===== config.mk =====
export PLATFORM = sky130hd
export DESIGN_NAME = axis_pkt_arb
export DESIGN_NICKNAME = d
export VERILOG_FILES = /design/src/rtl/wbcon_pkg.sv /design/src/rtl/axis_skid_buf.sv /design/src/rtl/axis_pkt_arb.sv
export SDC_FILE = /design/constraint.sdc
export NUM_CORES = 1
export LEC_CHECK = 0
export CORE_MARGIN = 2
export CORE_UTILIZATION = 46
export CTS_CLUSTER_DIAMETER = 80
export DETAILED_ROUTE_END_ITERATION = 8
export PLACE_DENSITY = 0.85
export RECOVER_POWER = 25
export SLEW_MARGIN = 20
export SYNTH_ARGS = -nofsm -noshare
export SYNTH_HDL_FRONTEND = slang
export SYNTH_HIERARCHICAL = 1
export SYNTH_SLANG_ARGS = --single-unit

===== constraint.sdc =====
create_clock -name i_clk -period 2.1 [get_ports i_clk]
set_input_delay 0.315 -clock i_clk [delete_from_list [all_inputs] [get_ports i_clk]]
set_output_delay 0.315 -clock i_clk [all_outputs]
set_load 0.05 [all_outputs]

===== src/rtl/wbcon_pkg.sv =====
// Shared definitions for the packet arbiter: FSM encoding and stream width.
package wbcon_pkg;

  localparam logic STATE_IDLE    = 1'b0;
  localparam logic STATE_GRANTED = 1'b1;

  typedef enum logic {
    ST_IDLE    = STATE_IDLE,
    ST_GRANTED = STATE_GRANTED
  } arb_state_e;

  localparam int DATA_W = 8;

endpackage


===== src/rtl/axis_skid_buf.sv =====
// Two-entry skid buffer for a byte stream with last; every output is a flop,
// and the upstream ready depends only on the skid-entry occupancy.
module axis_skid_buf
  import wbcon_pkg::*;
(
  input  logic              i_clk,
  input  logic              i_rst_n,
  input  logic              i_s_tvalid,
  output logic              o_s_tready,
  input  logic [DATA_W-1:0] i_s_tdata,
  input  logic              i_s_tlast,
  output logic              o_m_tvalid,
  input  logic              i_m_tready,
  output logic [DATA_W-1:0] o_m_tdata,
  output logic              o_m_tlast
);

  logic              skid_valid;
  logic [DATA_W-1:0] skid_data;
  logic              skid_last;

  assign o_s_tready = ~skid_valid;

  always_ff @(posedge i_clk or negedge i_rst_n) begin
    if (!i_rst_n) begin
      o_m_tvalid <= 1'b0;
      o_m_tdata  <= '0;
      o_m_tlast  <= 1'b0;
      skid_valid <= 1'b0;
      skid_data  <= '0;
      skid_last  <= 1'b0;
    end else if (!o_m_tvalid || i_m_tready) begin
      // Output register is free this cycle: refill from skid first to keep order.
      if (skid_valid) begin
        o_m_tdata  <= skid_data;
        o_m_tlast  <= skid_last;
        skid_valid <= 1'b0;
      end else if (i_s_tvalid) begin
        o_m_tvalid <= 1'b1;
        o_m_tdata  <= i_s_tdata;
        o_m_tlast  <= i_s_tlast;
      end else begin
        o_m_tvalid <= 1'b0;
      end
    end else if (i_s_tvalid && !skid_valid) begin
      skid_valid <= 1'b1;
      skid_data  <= i_s_tdata;
      skid_last  <= i_s_tlast;
    end
  end

endmodule


===== src/rtl/axis_pkt_arb.sv =====
// Round-robin packet arbiter merging NUM_SRC byte streams into one, holding
// each grant until the source's tlast beat is accepted.
//
// state   | meaning
// IDLE    | no grant; pick next requester round-robin from last_grant+1
// GRANTED | one source owns the output until its tlast beat is accepted
module axis_pkt_arb
  import wbcon_pkg::*;
#(
  parameter int NUM_SRC = 2
) (
  input  logic                  i_clk,
  input  logic                  i_rst_n,
  input  logic [NUM_SRC-1:0]    i_s_axis_tvalid,
  output logic [NUM_SRC-1:0]    o_s_axis_tready,
  input  logic [8*NUM_SRC-1:0]  i_s_axis_tdata,
  input  logic [NUM_SRC-1:0]    i_s_axis_tlast,
  output logic                  o_m_axis_tvalid,
  input  logic                  i_m_axis_tready,
  output logic [7:0]            o_m_axis_tdata,
  output logic                  o_m_axis_tlast,
  output logic [NUM_SRC-1:0]    o_grant
);

  localparam int IDX_W = (NUM_SRC > 1) ? $clog2(NUM_SRC) : 1;

  arb_state_e        state;
  logic [IDX_W-1:0]  cur_idx;
  logic [IDX_W-1:0]  last_grant;
  logic [IDX_W-1:0]  pick_idx;
  logic              skid_ready;
  logic              sel_valid;
  logic              sel_last;
  logic [7:0]        sel_data;
  logic              accept;

  function automatic logic [IDX_W-1:0] rr_pick(input logic [NUM_SRC-1:0] req,
                                               input logic [IDX_W-1:0]   last);
    logic [IDX_W-1:0] pick;
    logic [IDX_W-1:0] cand;
    pick = last;
    // Walk from farthest to nearest so the closest requester after last wins.
    for (int i = NUM_SRC; i >= 1; i--) begin
      cand = IDX_W'((int'(last) + i) % NUM_SRC);
      if (req[cand]) pick = cand;
    end
    return pick;
  endfunction

  assign pick_idx = rr_pick(i_s_axis_tvalid, last_grant);

  always_comb begin
    sel_valid = 1'b0;
    sel_last  = 1'b0;
    sel_data  = '0;
    for (int k = 0; k < NUM_SRC; k++) begin
      if (cur_idx == IDX_W'(k)) begin
        sel_valid = i_s_axis_tvalid[k];
        sel_last  = i_s_axis_tlast[k];
        sel_data  = i_s_axis_tdata[8*k +: 8];
      end
    end
  end

  assign accept          = (state == ST_GRANTED) && skid_ready && sel_valid;
  assign o_s_axis_tready = o_grant & {NUM_SRC{skid_ready}};

  always_ff @(posedge i_clk or negedge i_rst_n) begin
    if (!i_rst_n) begin
      state      <= ST_IDLE;
      o_grant    <= '0;
      cur_idx    <= '0;
      last_grant <= IDX_W'(NUM_SRC - 1);
    end else begin
      case (state)
        ST_IDLE: begin
          if (|i_s_axis_tvalid) begin
            cur_idx <= pick_idx;
            o_grant <= NUM_SRC'(1) << pick_idx;
            state   <= ST_GRANTED;
          end
        end
        ST_GRANTED: begin
          if (accept && sel_last) begin
            last_grant <= cur_idx;
            o_grant    <= '0;
            state      <= ST_IDLE;
          end
        end
      endcase
    end
  end

  axis_skid_buf u_skid (
    .i_clk      (i_clk),
    .i_rst_n    (i_rst_n),
    .i_s_tvalid (accept),
    .o_s_tready (skid_ready),
    .i_s_tdata  (sel_data),
    .i_s_tlast  (sel_last),
    .o_m_tvalid (o_m_axis_tvalid),
    .i_m_tready (i_m_axis_tready),
    .o_m_tdata  (o_m_axis_tdata),
    .o_m_tlast  (o_m_axis_tlast)
  );

endmodule


==> flow_summary_export.csv, run 1 <==
group,metric,value,unit
logic_synthesis,yosys_warnings,6,
sta,worst_slew_margin_rel,11.58,%
place,port_buffers,36,
critical_path,required,1.78,ns
critical_path,critPathSlowestCell,"sky130_fd_sc_hd__clkdlybuf4s50_1",
detailed_routing,dr.pass1.iters,3,
logic_synthesis,syn_area,0.001286,sq mm
status,status,"completed",
critical_path,worst_path_largest_cell_delay,0.83,ns
pwr,power.ir.vdd_worst,1.156,mV
logic_synthesis,synth_cells,94,
detailed_routing,route.detailed.vias_per_inst,5.240,
detailed_routing,route.detailed.drc,0,
logic_synthesis,synth_sequential_area_ratio,48.74,%
global_route,global_route.peak_usage_layer,"met2",
sta,total_neg_setup_slack,0,ns
clocking,clockBufferDepth,2,
critical_path,timing.critical_path.arrival,1.61,ns
layout,syn2layout_area_growth,33.75,%
sta,rsz0062_at_grt,"false",
critical_path,critPathKind,"flop to output port",
sta,final.hold.worst_slack,0.5068,ns
pwr,power_per_cell_area,1588,mW/mm^2
critical_path,worst_path_dominant_cell_family,"buffers and inverters",
critical_path,worst_setup_path_end_kind,"output port",
sta,min_period_over_period,91.65,%
sta,clock_skew,0.002205,ns
place,placed_cells,163,
clocking,cts_hold_buffers,0,
critical_path,timing.critical_path.fanout_max,4,
global_route,first_pass_grt_wire_length,4464,um
critical_path,crit_path_cell_trace,"clkdlybuf4s50_1",
min_path,timing.hold.worst.class,"flop to flop",
global_route,grt_use_met1,21.07,%
floorplanning,dieHeight,56.88,um
floorplanning,chipWidth,56.88,um
logic_synthesis,ys_seq_elements,25,
sta,maxClockFrequency,519.6,MHz
clocking,cts-buffers-inserted,3,
sta,maxSlewViolCount,0,
clocking,resized_after_cts,0,
sta,tmin_final,1.925,ns
detailed_routing,postRouteAntennaNets,0,
logic_synthesis,synth.largest_area_cell,"sky130_fd_sc_hd__dfrtp_1",
floorplanning,design.core.area,0.002710,sq mm
layout,layout-drive-gt1-share,35.29,%
detailed_routing,route.vias.total,875,
logic_synthesis,post-synth-top-area-fraction,46.69,%
clocking,postCtsSetupRepairBufs,0,
pwr,leakage,0.0007414,uW
floorplanning,starting_density_of_the_core,47.46,%
layout,n_antenna_cell,0,
logic_synthesis,synth_common_cells,"sky130_fd_sc_hd__dfrtp_1, sky130_fd_sc_hd__mux2_2, sky130_fd_sc_hd__mux2_4",
layout,finalNonFillerCells,167,
place,post_dp_hpwl,1956,um
global_route,grt_start_max_net_pins,26,
layout,layout.nets,160,
detailed_routing,avgRoutedWirePerCell,15.29,um
floorplanning,io-pin-count,37,
critical_path,regToRegSetupSlack,0.33,ns
clocking,clock_tree_from_tritoncts,"yes",
logic_synthesis,synth_top_cells_by_area,"sky130_fd_sc_hd__dfrtp_1, sky130_fd_sc_hd__mux2_2, sky130_fd_sc_hd__mux2_4, sky130_fd_sc_hd__mux2_1, sky130_fd_sc_hd__dfstp_2",
logic_synthesis,synth_cell_type_count,24,
global_route,overflow,0,
detailed_routing,number_of_violations_reported_at_the_end_of_detailed_routing_iteration_0,14,
floorplanning,fp.dieArea,0.003235,sq mm
clocking,cts_num_sinks,25,
clocking,clk_pin_slew,0.14,ns
detailed_routing,finalWirelength,2553,um
global_route,groute.layer.met2.usage,32.18,%
global_route,initial_antenna_violation_count,0,
place,globalplace.congestion,0.8973,
critical_path,startpoint_type,"flop",
logic_synthesis,post_synth.cell_area_avg,13.68,sq um
critical_path,worstPathBufferInverterCount,1,
clocking,cts.htree.levels,1,
run,cap_viol_max_count,0,
sta,hold_violations,0,
global_route,groute.layer.met3.usage,4.147,%
sta,setup_viol,0,
logic_synthesis,async_s_r_ff_share_synth,100.0,%
clocking,clock_latency,0.31,ns
logic_synthesis,edff_count_synth,0,
floorplanning,core.rowCount,19,
global_route,groute.usage.overall,17.65,%
sta,tightest_slew,1.326,ns
logic_synthesis,top_flip_flop_cell_by_instance_count_after_synthesis,"sky130_fd_sc_hd__dfrtp_1",
global_route,via_count_of_the_first_global_routing_pass,1010,
clocking,clock_root_buffer,"sky130_fd_sc_hd__clkbuf_4",
logic_synthesis,postSynthNetCount,117,
[power breakdown]
part | switching [uW] | leakage, uW | total [uW] | internal (uW)
registers | 157 | 0.000297 | 883 | 726
clock network | 147 | 0.0000139 | 220 | 72.6
logic | 885 | 0.000430 | 1630 | 744
total | 1190 | 0.000741 | 2730 | 1540
[per-stage QoR]
stage	setup slack, ns	cell area (sq um)	total power (uW)	utilization (%)
6_report	0.1753	1720	2732	63.48
5_1_grt	0.1242	1720	2894	63.48
4_1_cts	0.1652	1724	2761	63.62
3_5_place_dp	-0.04041	1694	2542	62.51
3_3_place_gp	0.06054	1694	2480	62.51
2_1_floorplan	0.4103	1286	2062	-
[flip-flops by register name (all words and copies together), names as in the netlist]
signal,cells
cur_idx,1
last_grant,1
o_grant,2
state,1
u_skid/o_m_tdata,8
u_skid/o_m_tlast,1
u_skid/o_m_tvalid,1
u_skid/skid_data,8
u_skid/skid_last,1
u_skid/skid_valid,1
[final timing paths]
path                                        to  cells after the start           startpoint
setup / recovery               o_m_axis_tvalid                      1    u_skid/o_m_tvalid
hold / removal             u_skid/skid_data[0]                      1  u_skid/skid_data[0]
setup reg to reg           u_skid/o_m_tdata[0]                      5              cur_idx
hold reg to reg            u_skid/skid_data[0]                      1  u_skid/skid_data[0]
max in group asynchronous     u_skid/skid_last                      2              i_rst_n
min in group asynchronous    u_skid/o_m_tvalid                      2              i_rst_n
[per-layer routing]
| layer | up-vias | share of wire [%] | wire, um |
|---|---|---|---|
| li1 | 414 | - | - |
| met5 | - | 0 | 0 |
| met2 | 25 | 55 | 1407 |
| met3 | 0 | 6.1 | 157 |
| met4 | 0 | 0 | 0 |
| met1 | 436 | 39 | 988 |
[cells by family after synthesis]
logic type	after synthesis	share of synthesized area (%)
simple gates	21	10.60
mux	37	34.92
flops	25	48.74
compound gates	6	3.599
buf+inv	5	2.140
[layout by cell type, fill, tap and decap left out, types with 2 or more instances in the layout]
cell type,instances
sky130_fd_sc_hd__mux2_1,3
sky130_fd_sc_hd__o22ai_1,2
sky130_fd_sc_hd__mux2_2,24
sky130_fd_sc_hd__mux2_4,9
sky130_fd_sc_hd__clkdlybuf4s50_1,33
sky130_fd_sc_hd__nand2_1,7
sky130_fd_sc_hd__inv_1,3
sky130_fd_sc_hd__nor2_1,4
sky130_fd_sc_hd__and2_1,2
sky130_fd_sc_hd__clkbuf_4,3
sky130_fd_sc_hd__dfrtp_1,24
sky130_fd_sc_hd__buf_4,5
sky130_fd_sc_hd__nand2b_2,2
[final cells by class]
cell class / instances / area (sq um)
flip-flops and latches: 25 / 626.9
repair buffers: 40 / 381.6
multi-input cells: 64 / 631.9
fillers: 230 / 989.7
well taps: 31 / 38.79
clock buffers: 3 / 22.52
clock inverters: 1 / 7.507
inverters: 3 / 11.26
Note: power is estimated with default switching activity, not from simulation.
==> run 2: changes to the inputs <==
SKIP_CTS_REPAIR_TIMING = 1   (was not set)
==> results of run 2 <==
Same layout as run 1: the final DEF is identical, and so are final timing and power.
==> run 3: changes to the inputs <==
clock period = 2.2 ns   (was 2.1 ns; I/O delays follow)
==> run 3 against run 2 <==
Against the previous run:
- clock power down 6%
- register-to-register slack better by 0.11 ns
- die area unchanged
- final cell count unchanged
- critical endpoint unchanged
- largest power group unchanged
- sequential cell count unchanged
- critical path type unchanged
- non-clock buffer count unchanged
- worst setup slack better by 0.083 ns
==> flow_summary_export.csv, run 3 (same netlist as run 1, synthesis figures left out) <==
group,metric,value,unit
pwr,power_frac_seq,32.6,%
pwr,switching_power,1137,uW
sta,min_period_over_period,88.26,%
place,post_dp_hpwl,1961,um
detailed_routing,route.vias.total,896,
place,placed_cells,163,
critical_path,critPathSlowestCell,"sky130_fd_sc_hd__clkdlybuf4s50_1",
sta,worst_slew_margin_rel,13.00,%
global_route,overflow,0,
sta,hold_violations,0,
pwr,power.internal,1472,uW
min_path,timing.hold.worst.class,"flop to flop",
global_route,via_count_of_the_first_global_routing_pass,1006,
critical_path,critPathLaunch,"u_skid/o_m_tvalid",
critical_path,timing.critical_path.fanout_max,4,
floorplanning,fp.dieArea,0.003235,sq mm
detailed_routing,route.detailed.drc,0,
critical_path,worst_setup_path_end_kind,"output port",
critical_path,timing.critical_path.arrival,1.61,ns
floorplanning,chipWidth,56.88,um
global_route,grt_start_max_net_pins,26,
clocking,clk_pin_slew,0.13,ns
critical_path,worst_r2r_path_depth,5,
layout,biggestRegsByFlops,"u_skid/o_m_tdata x8, u_skid/skid_data x8, o_grant x2",
floorplanning,starting_density_of_the_core,47.46,%
place,globalplace.congestion,0.9083,
pwr,clockPowerShare,7.9,%
sta,final.hold.worst_slack,0.5050,ns
clocking,clockBufferDepth,2,
critical_path,critPathKind,"flop to output port",
critical_path,regToRegStartpoint,"cur_idx",
layout,n_antenna_cell,0,
critical_path,cp_num_cells,1,
critical_path,worst_path_largest_cell_delay,0.83,ns
layout,layout-drive-gt1-share,35.29,%
floorplanning,design.core.area,0.002710,sq mm
global_route,groute.usage.overall,17.86,%
pwr,leakage,0.0007414,uW
layout,number_of_inserted_filler_cells_in_the_final_layout,226,
critical_path,crit_path_cell_trace,"clkdlybuf4s50_1",
detailed_routing,dr.pass1.iters,4,
sta,total_neg_setup_slack,0,ns
clocking,clock_tree_from_tritoncts,"yes",
sta,maxClockFrequency,515.0,MHz
sta,clock_skew,0.005346,ns
detailed_routing,route.detailed.vias_per_inst,5.365,
sta,setup_viol,0,
critical_path,crit_end,"o_m_axis_tvalid",
clocking,cts_num_sinks,25,
pwr,totalPowerFinal,2609,uW
pwr,power_per_cell_area,1516,mW/mm^2
detailed_routing,finalWirelength,2553,um
critical_path,timing.rr.end,"u_skid/o_m_tdata[3]",
sta,tmin_final,1.942,ns
pwr,sw_frac_of_total,43.57,%
status,status,"completed",
layout,layout_commonest_cell,"sky130_fd_sc_hd__clkdlybuf4s50_1",
floorplanning,dieHeight,56.88,um
clocking,clock_latency,0.32,ns
detailed_routing,avgRoutedWirePerCell,15.29,um
layout,mostFrequentLayoutCells,"sky130_fd_sc_hd__clkdlybuf4s50_1, sky130_fd_sc_hd__mux2_2, sky130_fd_sc_hd__dfrtp_1",
layout,layout.nets,160,
pwr,power.ir.vdd_worst,1.103,mV
detailed_routing,postRouteAntennaNets,0,
clocking,clock_root_buffer,"sky130_fd_sc_hd__clkbuf_4",
pwr,power_frac_comb,59.5,%
clocking,cts-buffers-inserted,3,
critical_path,required,1.87,ns
sta,tightest_slew,1.305,ns
global_route,initial_antenna_violation_count,0,
critical_path,regToRegSetupSlack,0.44,ns
floorplanning,io-pin-count,37,
place,port_buffers,36,
detailed_routing,number_of_violations_reported_at_the_end_of_detailed_routing_iteration_0,12,
clocking,cts.htree.levels,1,
layout,finalNonFillerCells,167,
sta,rsz0062_at_grt,"false",
critical_path,worst_path_dominant_cell_family,"buffers and inverters",
critical_path,worstPathBufferInverterCount,1,
critical_path,startpoint_type,"flop",
run,cap_viol_max_count,0,
layout,syn2layout_area_growth,33.75,%
floorplanning,core.rowCount,19,
global_route,first_pass_grt_wire_length,4422,um
sta,maxSlewViolCount,0,
==> run 3: worst min-delay path by stage <==
stage | startpoint | to | slack (ns) | depth (start not counted)
after CTS | i_rst_n | u_skid/skid_valid | 0.35 | 2
final | u_skid/skid_data[0] | u_skid/skid_data[0] | 0.50 | 1
after global routing | u_skid/skid_data[7] | u_skid/skid_data[7] | 0.54 | 1
after floorplan | i_rst_n | cur_idx | 0.03 | 0
after global placement | u_skid/skid_data[0] | u_skid/skid_data[0] | 0.46 | 1
after detailed placement | u_skid/skid_data[0] | u_skid/skid_data[0] | 0.48 | 1
==> run 3: metal layers <==
layer  vias to the layer above  track usage [%]  part of all wire [%]
li1                        419                -                     -
met1                       444            20.27                    40
met2                        29            31.69                    53
met3                         4            5.069                   6.0
met4                         0            6.312                  0.98
met5                         -                0                     0
==> run 3: area by class of cell <==
class | instances | area (sq um) | share of cell area, %
clock inverter | 1 | 7.507 | 0.4364
timing repair buffer | 40 | 381.6 | 22.18
multi-input combinational | 64 | 631.9 | 36.73
clock buffer | 3 | 22.52 | 1.309
inverter | 3 | 11.26 | 0.6545
sequential | 25 | 626.9 | 36.44
tap | 31 | 38.79 | 2.255
==> run 3: power groups by stage <==
stage | sequential, uW | combinational (uW) | clock (uW)
after global routing | 876 | 1650 | 231
after floorplan | 1200 | 767 | 0
final | 850 | 1550 | 207
after global placement | 844 | 1520 | 0
after CTS | 850 | 1570 | 215
after detailed placement | 856 | 1570 | 0
==> run 3: per-stage QoR <==
stage	util (%)	instance area, sq um	worst slack [ns]
floorplan	-	1286	0.5103
global placement	62.51	1694	0.1472
detailed placement	62.51	1694	0.07354
CTS	63.62	1724	0.2396
global route	63.48	1720	0.2097
finish	63.48	1720	0.2583
